===== src/rtl/fetch_instr_queue.sv =====
// fetch_instr_queue: decoupling FIFO between fetch stage f2 and decode stage d1.
// Optional macro FETCH_IQ_BYPASS_EN forwards a word through an empty queue in the same cycle.
module fetch_instr_queue #(
    parameter int XLEN  = 32,
    parameter int DEPTH = 8,
    parameter int CNT_W = $clog2(DEPTH) + 1
) (
    input  logic             clk,
    input  logic             rst,
    input  logic             resteer,
    input  logic             valid_in,
    input  logic [XLEN-1:0]  instr_in,
    input  logic [XLEN-1:0]  pc_in,
    input  logic             exception_in,
    output logic             ready_out,
    output logic             valid_out,
    output logic [XLEN-1:0]  instr_out,
    output logic [XLEN-1:0]  pc_out,
    output logic             exception_out,
    output logic             is_compressed_out,
    input  logic             ready_in,
    output logic [CNT_W-1:0] count
);

    localparam int PTR_W = $clog2(DEPTH);

    logic [PTR_W-1:0] head;
    logic [PTR_W-1:0] tail;
    logic [CNT_W-1:0] count_q;

    logic [XLEN-1:0] mem_instr [DEPTH];
    logic [XLEN-1:0] mem_pc    [DEPTH];
    logic            mem_exc   [DEPTH];

    logic full;
    logic empty;
    logic bypass;
    logic push;
    logic pop;
    logic wr_en;
    logic rd_en;

    assign full  = (count_q == CNT_W'(DEPTH));
    assign empty = (count_q == '0);

`ifdef FETCH_IQ_BYPASS_EN
    assign bypass = empty & valid_in & ready_in & ~resteer;
`else
    assign bypass = 1'b0;
`endif

    // Handshake: a word moves on an edge only when its valid and the matching
    // ready are both high in that cycle; push = valid_in & ready_out,
    // pop = valid_out & ready_in. ready_out never looks at ready_in, so a full
    // queue refuses a push even while it is popping.
    assign ready_out = ~full & ~resteer;
    assign valid_out = (~empty & ~resteer) | bypass;
    assign push      = valid_in & ready_out;
    assign pop       = valid_out & ready_in;

    // A bypassed word is consumed straight from the inputs and never stored.
    assign wr_en = push & ~bypass;
    assign rd_en = pop & ~bypass;

    always_ff @(posedge clk or negedge rst) begin
        if (!rst) begin
            head    <= '0;
            tail    <= '0;
            count_q <= '0;
        end else if (resteer) begin
            head    <= '0;
            tail    <= '0;
            count_q <= '0;
        end else begin
            if (wr_en) begin
                tail <= tail + PTR_W'(1);
            end
            if (rd_en) begin
                head <= head + PTR_W'(1);
            end
            case ({wr_en, rd_en})
                2'b10:   count_q <= count_q + CNT_W'(1);
                2'b01:   count_q <= count_q - CNT_W'(1);
                default: count_q <= count_q;
            endcase
        end
    end

    // Storage needs no reset: an entry is only read after it has been written.
    always_ff @(posedge clk) begin
        if (wr_en) begin
            mem_instr[tail] <= instr_in;
            mem_pc[tail]    <= pc_in;
            mem_exc[tail]   <= exception_in;
        end
    end

    always_comb begin
        instr_out     = '0;
        pc_out        = '0;
        exception_out = 1'b0;
        if (bypass) begin
            instr_out     = instr_in;
            pc_out        = pc_in;
            exception_out = exception_in;
        end else if (valid_out) begin
            instr_out     = mem_instr[head];
            pc_out        = mem_pc[head];
            exception_out = mem_exc[head];
        end
    end

    assign is_compressed_out = valid_out & (instr_out[1:0] != 2'b11);
    assign count             = count_q;

endmodule


===== config.mk =====
export PLATFORM = sky130hd
export DESIGN_NAME = fetch_instr_queue
export DESIGN_NICKNAME = d
export VERILOG_FILES = /design/src/rtl/fetch_instr_queue.sv
export SDC_FILE = /design/constraint.sdc
export NUM_CORES = 1
export LEC_CHECK = 0
export CORE_UTILIZATION = 45
export CTS_BUF_LIST = sky130_fd_sc_hd__clkbuf_16
export CTS_CLUSTER_DIAMETER = 50
export DETAILED_ROUTE_END_ITERATION = 10
export SLEW_MARGIN = 5
export SYNTH_ARGS = -nofsm -noshare
export SYNTH_HDL_FRONTEND = slang
export SYNTH_SLANG_ARGS = --single-unit

===== constraint.sdc =====
create_clock -name clk -period 19.75 [get_ports clk]
set_input_delay 2.9625 -clock clk [delete_from_list [all_inputs] [get_ports clk]]
set_output_delay 2.9625 -clock clk [all_outputs]
set_load 0.01 [all_outputs]

After elaboration in Yosys (flattened, before gate mapping):

Memories as Yosys holds them, arrays and structs flattened.
Index checks and enable logic that the tools add are counted.

* add/sub/neg operators: 4
* equality and inequality tests: 4
* multiplexer cells: 11
* bitwise operators: 8
* reduce and logical (&&, ||, !) cells: 4

Operators by type and width (number)
* 32-bit 2-to-1 mux: 2
* 3-bit 2-to-1 mux: 4
* 4-bit case mux with 2 select lines: 1
* 3-bit by 1-bit adder with 3-bit output (second input constant): 2
* 1-bit bitwise AND: 5
* 4-bit by 1-bit adder with 4-bit output (second input constant): 1
* 4-bit == test (second input constant): 1
* 4-bit logical NOT: 1
* 4-bit 2-to-1 mux: 1
* 2-bit nonzero test: 2
* 4-bit by 1-bit subtractor with 4-bit output (second input constant): 1
* 1-bit 2-to-1 mux: 3
* 1-bit NOT: 3
* 3-bit nonzero test: 1
* 2-bit by 1-bit == test with 1-bit output (second input constant): 1
* 2-bit == test (second input constant): 1
* 2-bit inequality test (second input constant): 1

* flip-flop bits (word level): 10
* RAM bits: 520
* input port bits: 70
* word-level logic and storage cells: 37
* memories kept: 3

Memory list
* mem_instr: depth 8, width 32, read ports 1, clocked after Yosys merged registers in 0, wr ports 1, RTL line 31 `logic [XLEN-1:0] mem_instr [DEPTH];`
* mem_pc: depth 8, width 32, read ports 1, clocked after Yosys merged registers in 0, wr ports 1, RTL line 32 `logic [XLEN-1:0] mem_pc [DEPTH];`
* mem_exc: depth 8, width 1, read ports 1, clocked after Yosys merged registers in 0, wr ports 1, RTL line 33 `logic mem_exc [DEPTH];`

Logic depth before layout (Yosys ltp):

Gate-level depths: netlist (run 1).

* depth after elaboration: 7
* depth in mapped cells: 11
* depth with buffers taken out: 8

Worst setup path before layout (run 1):

Ideal clock, no wire load.

* path kind: input-to-reg
* from: input port resteer
* to: memory mem_exc[0], enable pin
* library setup time: 648 ps
* arrival time: 9732 ps
* data required time: 19102 ps
* slack: 9370 ps
* stages on the path: 4
* buffers on the path: 1
* cell sequence: clkbuf_1 -> nor2_1 -> nand2_1 -> nor4_1

* word-level cells in the longest chain between the ends: 5

Ends and longest elaborated chain
* from (decl): RTL line 10 `input logic resteer,`
* 1-bit NOT: RTL line 56 `assign ready_out = ~full & ~resteer;`
* 1-bit bitwise AND: RTL line 56
* net ready_out: RTL line 15 `output logic ready_out,`
* 1-bit bitwise AND: RTL line 58 `assign push = valid_in & ready_out;`
* 1-bit 2-to-1 mux: RTL line 91 `if (wr_en) begin`
* 1-bit 2-to-1 mux (not written as such): RTL line 94 `mem_exc[tail] <= exception_in;`
* to (decl): RTL line 33

The timed path passes the listed nets, and every way through them passes these cells.

Final worst setup path (run 1):

* from: input port resteer
* to: output port instr_out[12]

* word-level cells in the longest chain between the ends: 3

Ends and longest elaborated chain
* 1-bit NOT: RTL line 57 `assign valid_out = (~empty & ~resteer) | bypass;`
* 1-bit bitwise AND: RTL line 57
* 32-bit 2-to-1 mux: RTL line 106 `end else if (valid_out) begin`
* to (decl): RTL line 17 `output logic [XLEN-1:0] instr_out,`

Every way passes these cells.

==> results.yml, run 1 <==
outcome:
  outcome: "finished clean"
route:
  first_iter_violations: 617
  ant_nets: 0
  viasPerCell: 5.44
  routedWlPerCell_um: 23.6
  dr.pass1.iters: 5
  via_count: 9338
  drc: 0
  wl_mm: 40.5
clock_tree:
  cts_setup_buffers: 0
  clk_pin_slew_ns: 0.06
  ctsHtreeMaxLevel: 2
  insertion_delay_ns: 0.59
  cts-root-buf: "clkbuf_16"
  cts.sinks: 530
  numCtsBuffers: 56
  cts_hold_buf: 0
  clockBufferDepth: 3
  cts_resized: 0
  cts_tree: "done"
yosys:
  synthTopCellsByArea: "edfxtp_1 (77%), mux4_2 (14%), mux2i_1 (3.2%)"
  synth_top_area_share_pct: 76.5
  netlist_area_sq_um: 20400
  synth-seq-cells: 530
  synth_ff_type: "edfxtp_1"
  syn_inst: 913
  yosys.area.top_type: "edfxtp_1"
  synth_edf_count: 520
  yosysSeqAreaShare_pct: 77.7
  async_flop_share_pct: 1.89
  syn_nets: 987
  yosysUniqueCellTypes: 38
  yosys_warnings: 0
  synth.avg_cell_area_sq_um: 22.4
run:
  max_cap_viol_count: 0
finish:
  nFillCells: 3434
  final_common_cell: "edfxtp_1"
  fin_cells: 1718
  final_cell_area_sq_um: 24400
  mostFrequentLayoutCells: "edfxtp_1 (520), clkdlybuf4s50_1 (141), mux4_2 (130), nor2_1 (72), mux2i_1 (65)"
  area_growth_syn_to_layout_pct: 19.4
  num_antenna_cells: 0
  finish.utilization_pct: 54.8
  drive_gt1_share_pct: 21.8
  nNetsFinal: 1157
global_routing:
  grt_antenna_before_repair: 3
  grt_pass1_vias: 9964
  track_usage_pct: 18.1
  grt_overflow: 0
  grt_max_degree: 91
  grt_pass1_wl_mm: 62.0
timing:
  finalSetupViolations: 0
  fin_crit_sh_pct: 44.4
  tns_ns: 0
  fmax_ghz: 0.114
  worst_pin_slew_ns: 1.01
  finalHoldViolCount: 0
  rsz0062_at_grt: "false"
  skew_ns: 0.0142
  final.min_clock_period_ns: 8.77
  slew_headroom_pct: 32.5
  slew_viol_final: 0
floorplan:
  rows: 77
  io_pins: 142
  fp.coreArea_sq_um: 44500
  die_w_um: 215
  initial_core_util_pct: 45.9
  die_y_um: 215
  die_area_sq_um: 46200
worst_setup_path:
  reg2reg_to: "mem_pc[4][28]$_DFFE_PP_"
  path_class: "primary input to primary output"
  cp_max_fo: 37
  cp-endpoint: "instr_out[12]"
  crit_path_end_kind: "primary output"
  crit_required_ns: 16.79
  rrSetupSlack_ns: 16.66
  crit_start: "resteer"
  arrival_ns: 5.81
  worstReg2RegStart: "count[1]$_DFFE_PN0P_"
  worstSetupStartpointType: "primary input"
  rr_worst_depth: 6
pwr:
  power.net_switching_uw: 655
  leakage_nw: 7.48
  pwr-share-clk_pct: 37.0
  sw_frac_of_total_pct: 23.6
  comb_power_share_pct: 16.4
  power.density_nw_per_um2: 114
  pwr-share-seq_pct: 46.7
  ir_worst_vdd_mv: 0.0696
  p_int_mw: 2.12
hold_path:
  hp-class: "register to register"
placement:
  postPlaceCellArea_sq_um: 22600
  numPortBuffers: 141
  gp_congestion: 0.735
  dp.cells: 1617
  place_hpwl_mm: 20.8
registers in the layout, indices dropped and copies added, names as in the netlist:
register,count
tail,3
head,3
mem_instr,256
mem_exc,8
mem_pc,256
count,4
power groups by stage:
stage / registers (mW) / logic [mW] / clock network (mW)
floorplan: 1.30 / 0.322 / 0
global placement: 1.32 / 0.463 / 0
detailed placement: 1.32 / 0.466 / 0
CTS: 1.30 / 0.467 / 1.05
global route: 1.30 / 0.494 / 1.09
finish: 1.30 / 0.454 / 1.03
through the flow:
step                      hold WS, ns  setup WS, ns  total power, mW
after floorplan                 0.573          9.37             1.62
after global placement          0.628         11.01             1.78
after detailed placement        0.613         10.92             1.79
after CTS                       0.627         10.91             2.82
after global routing            0.683         10.69             2.89
final                           0.627         10.98             2.78
layer usage:
metal	GRT usage, %	wire length (um)	vias up
li1	-	-	4132
met4	4.83	660	6
met2	28.5	19500	194
met3	3.55	1790	53
met1	25.9	18500	4953
met5	0	42	-
final cells by class:
type / count / area, sq um / share of cell area (%)
timing repair buffer: 161 / 1570 / 6.46
inverter: 6 / 22.5 / 0.0924
tap: 592 / 741 / 3.04
clock inverter: 44 / 383 / 1.57
clock buffer: 57 / 1430 / 5.85
multi-input combinational: 328 / 4350 / 17.8
sequential: 530 / 15900 / 65.1
cells by family (layout without fill, tap and decap cells):
logic type / count (synthesis) / after routing / synth area share [%]
buffers and inverters: 55 / 268 / 1.20
XOR/XNOR: 4 / 4 / 0.172
adder cells (fa/ha/maj): 4 / 4 / 0.245
AO/OA/AOI/OAI: 17 / 17 / 0.766
flip-flops: 530 / 530 / 77.7
multiplexers: 196 / 196 / 17.6
AND/OR/NAND/NOR: 107 / 107 / 2.27
worst min-delay path by stage:
stage,startpoint,end,cells past startpoint
after floorplan,tail[1]$_DFFE_PN0P_,tail[1]$_DFFE_PN0P_,2
after global placement,count[2]$_DFFE_PN0P_,count[2]$_DFFE_PN0P_,1
after detailed placement,count[2]$_DFFE_PN0P_,count[2]$_DFFE_PN0P_,1
after CTS,count[2]$_DFFE_PN0P_,count[2]$_DFFE_PN0P_,1
after global routing,count[2]$_DFFE_PN0P_,count[2]$_DFFE_PN0P_,1
final,count[2]$_DFFE_PN0P_,count[2]$_DFFE_PN0P_,1
worst max-delay path: stages:
cell             delay [ns]
clkdlybuf4s50_1        0.85
inv_1                  0.25
nand2_2                0.53
buf_4                  0.55
nor2_1                 0.11
clkdlybuf4s50_1        0.51
synth_stat cells, drive strengths merged, types with 4 or more instances:
cell / number
mux2i: 65
nor3: 4
nand2: 9
ha: 4
inv: 6
buf: 27
clkbuf: 22
xor2: 4
edfxtp: 520
nor2: 75
dfrtp: 10
mux4: 130
nand3: 7
Note: power is estimated with default switching activity, not from simulation.
==> run 2, diff against run 1 <==
--- a/config.mk
+++ b/config.mk
@@ -9,6 +9,7 @@
 export CTS_BUF_LIST = sky130_fd_sc_hd__clkbuf_16
 export CTS_CLUSTER_DIAMETER = 50
 export DETAILED_ROUTE_END_ITERATION = 10
+export PLACE_DENSITY = 0.66
 export SLEW_MARGIN = 5
 export SYNTH_ARGS = -nofsm -noshare
 export SYNTH_HDL_FRONTEND = slang
==> constraint.sdc (replaced) <==
create_clock -name clk -period 7.58 [get_ports clk]
set_input_delay 1.137 -clock clk [delete_from_list [all_inputs] [get_ports clk]]
set_output_delay 1.137 -clock clk [all_outputs]
set_load 0.01 [all_outputs]
==> run 2 against run 1 <==
Global-route usage decreased by 0.66 points. Total power grew to 2.6 times the previous value. Critical endpoint is now pc_out[23]. Cell count unchanged. Combinational power grew to 2.6 times the previous value. Via count is 0.35% higher. Sequential power increased to 2.6 times the previous value. Utilization decreased by 0.18 points. Clock power up 140%. Design area decreased by 0.32%.
==> results.yml, run 2 (synthesis gave the netlist of run 1 again) <==
clock_tree:
  insertion_delay_ns: 0.60
  cts_setup_buffers: 0
  cts_resized: 0
  cts-root-buf: "clkbuf_16"
  clk_pin_slew_ns: 0.06
  cts_hold_buf: 0
  cts_tree: "done"
  cts.sinks: 530
  clockBufferDepth: 3
  numCtsBuffers: 53
  ctsHtreeMaxLevel: 2
run:
  max_cap_viol_count: 0
timing:
  rsz0062_at_grt: "false"
  tns_ns: 0
  fin_crit_sh_pct: 62.6
  slew_viol_final: 0
  final.min_clock_period_ns: 4.74
  skew_ns: 0.0243
  finalHoldViolCount: 0
  worst_pin_slew_ns: 1.05
  fmax_ghz: 0.211
  finalSetupViolations: 0
  slew_headroom_pct: 30.3
finish:
  mostFrequentLayoutCells: "edfxtp_1 (520), clkdlybuf4s50_1 (141), mux4_2 (130), nor2_1 (72), mux2i_1 (65)"
  top_regs: "mem_instr x256, mem_pc x256, mem_exc x8"
  area_growth_syn_to_layout_pct: 19.0
  nNetsFinal: 1156
  drive_gt1_share_pct: 21.9
  final_common_cell: "edfxtp_1"
  final_cell_area_sq_um: 24300
route:
  first_iter_violations: 560
  viasPerCell: 5.45
  via_count: 9371
  ant_nets: 0
  dr.pass1.iters: 5
  wl_mm: 39.2
  drc: 0
  routedWlPerCell_um: 22.8
worst_setup_path:
  cp_max_fo: 67
  crit_required_ns: 6.44
  arrival_ns: 3.61
  path_class: "primary input to primary output"
  worstSetupStartpointType: "primary input"
  crit_path_end_kind: "primary output"
floorplan:
  die_area_sq_um: 46200
  rows: 77
  io_pins: 142
  fp.coreArea_sq_um: 44500
  die_y_um: 215
  die_w_um: 215
  initial_core_util_pct: 45.9
placement:
  place_hpwl_mm: 20.8
  postPlaceCellArea_sq_um: 22600
  numPortBuffers: 141
  gp_congestion: 0.728
hold_path:
  hp-class: "register to register"
pwr:
  ir_worst_vdd_mv: 0.155
  leakage_nw: 7.44
  power.density_nw_per_um2: 292
global_routing:
  grt_pass1_wl_mm: 59.8
  track_usage_pct: 17.4
  grt_overflow: 0
  grt_antenna_before_repair: 3
  grt_max_degree: 68
  grt_pass1_vias: 9834
outcome:
  outcome: "finished clean"
-- run 2: cell count changes in the layout (fill, tap and decap cells not counted), moves of 2 or more --
cell       before  now
inv_1          16   14
clkinv_2        5    7
inv_6           0    2
clkbuf_16      57   54
bufinv_16       7    5
buf_4          19   21
diode_2         0    2
-- run 2: path summary, 6_finish.rpt --
check                                     start                         end  slack, ns  depth (start not counted)
max reg2reg                count[1]$_DFFE_PN0P_  mem_instr[2][26]$_DFFE_PP_       4.65                          6
max                                     resteer                  pc_out[23]       2.84                          5
min in group asynchronous                   rst        count[2]$_DFFE_PN0P_       0.90                          1
max in group asynchronous                   rst         head[1]$_DFFE_PN0P_       6.29                          1
min                        count[2]$_DFFE_PN0P_        count[2]$_DFFE_PN0P_       0.64                          1
min reg2reg                count[2]$_DFFE_PN0P_        count[2]$_DFFE_PN0P_       0.64                          1
-- run 2: routing by layer --
metal  track usage (%)  part of all wire, %  up-vias
met5                 0                0.033        -
met4              5.31                  2.1        2
met3              3.06                  4.6       57
met2              27.9                   49      208
met1              24.5                   45     4961
li1                  -                    -     4143
-- run 2: layout make-up --
| type | count | area (sq um) |
|---|---|---|
| Fill cell | 3429 | 20200 |
| Multi-Input combinational cell | 328 | 4360 |
| Sequential cell | 530 | 15900 |
| Clock buffer | 54 | 1350 |
| Tap cell | 592 | 741 |
| Antenna cell | 2 | 5.00 |
| Clock inverter | 43 | 345 |
| Timing Repair Buffer | 163 | 1590 |
| Inverter | 6 | 22.5 |
-- run 2: per-stage QoR --
stage | setup WS [ns] | instances | power [mW] | hold slack [ns] | utilization (%)
final | 2.84 | 1718 | 7.09 | 0.639 | 54.6
after CTS | 2.72 | 1716 | 7.19 | 0.631 | 54.6
after floorplan | 0.757 | 913 | 4.22 | 0.583 | -
after global routing | 2.56 | 1717 | 7.38 | 0.670 | 54.6
after global placement | 2.86 | 1619 | 4.65 | 0.617 | 50.8
after detailed placement | 2.79 | 1619 | 4.66 | 0.614 | 50.8
-- run 2: power by group --
group,switching [mW],internal (mW)
clock network,1.06,1.46
logic,0.545,0.651
registers,0.0797,3.29
total,1.69,5.40
-- run 2: critical path, cell delays in order --
cell	delay (ns)
clkdlybuf4s50_1	0.86
inv_1	0.29
nand2_4	0.64
nor2_1	0.13
clkdlybuf4s50_1	0.51
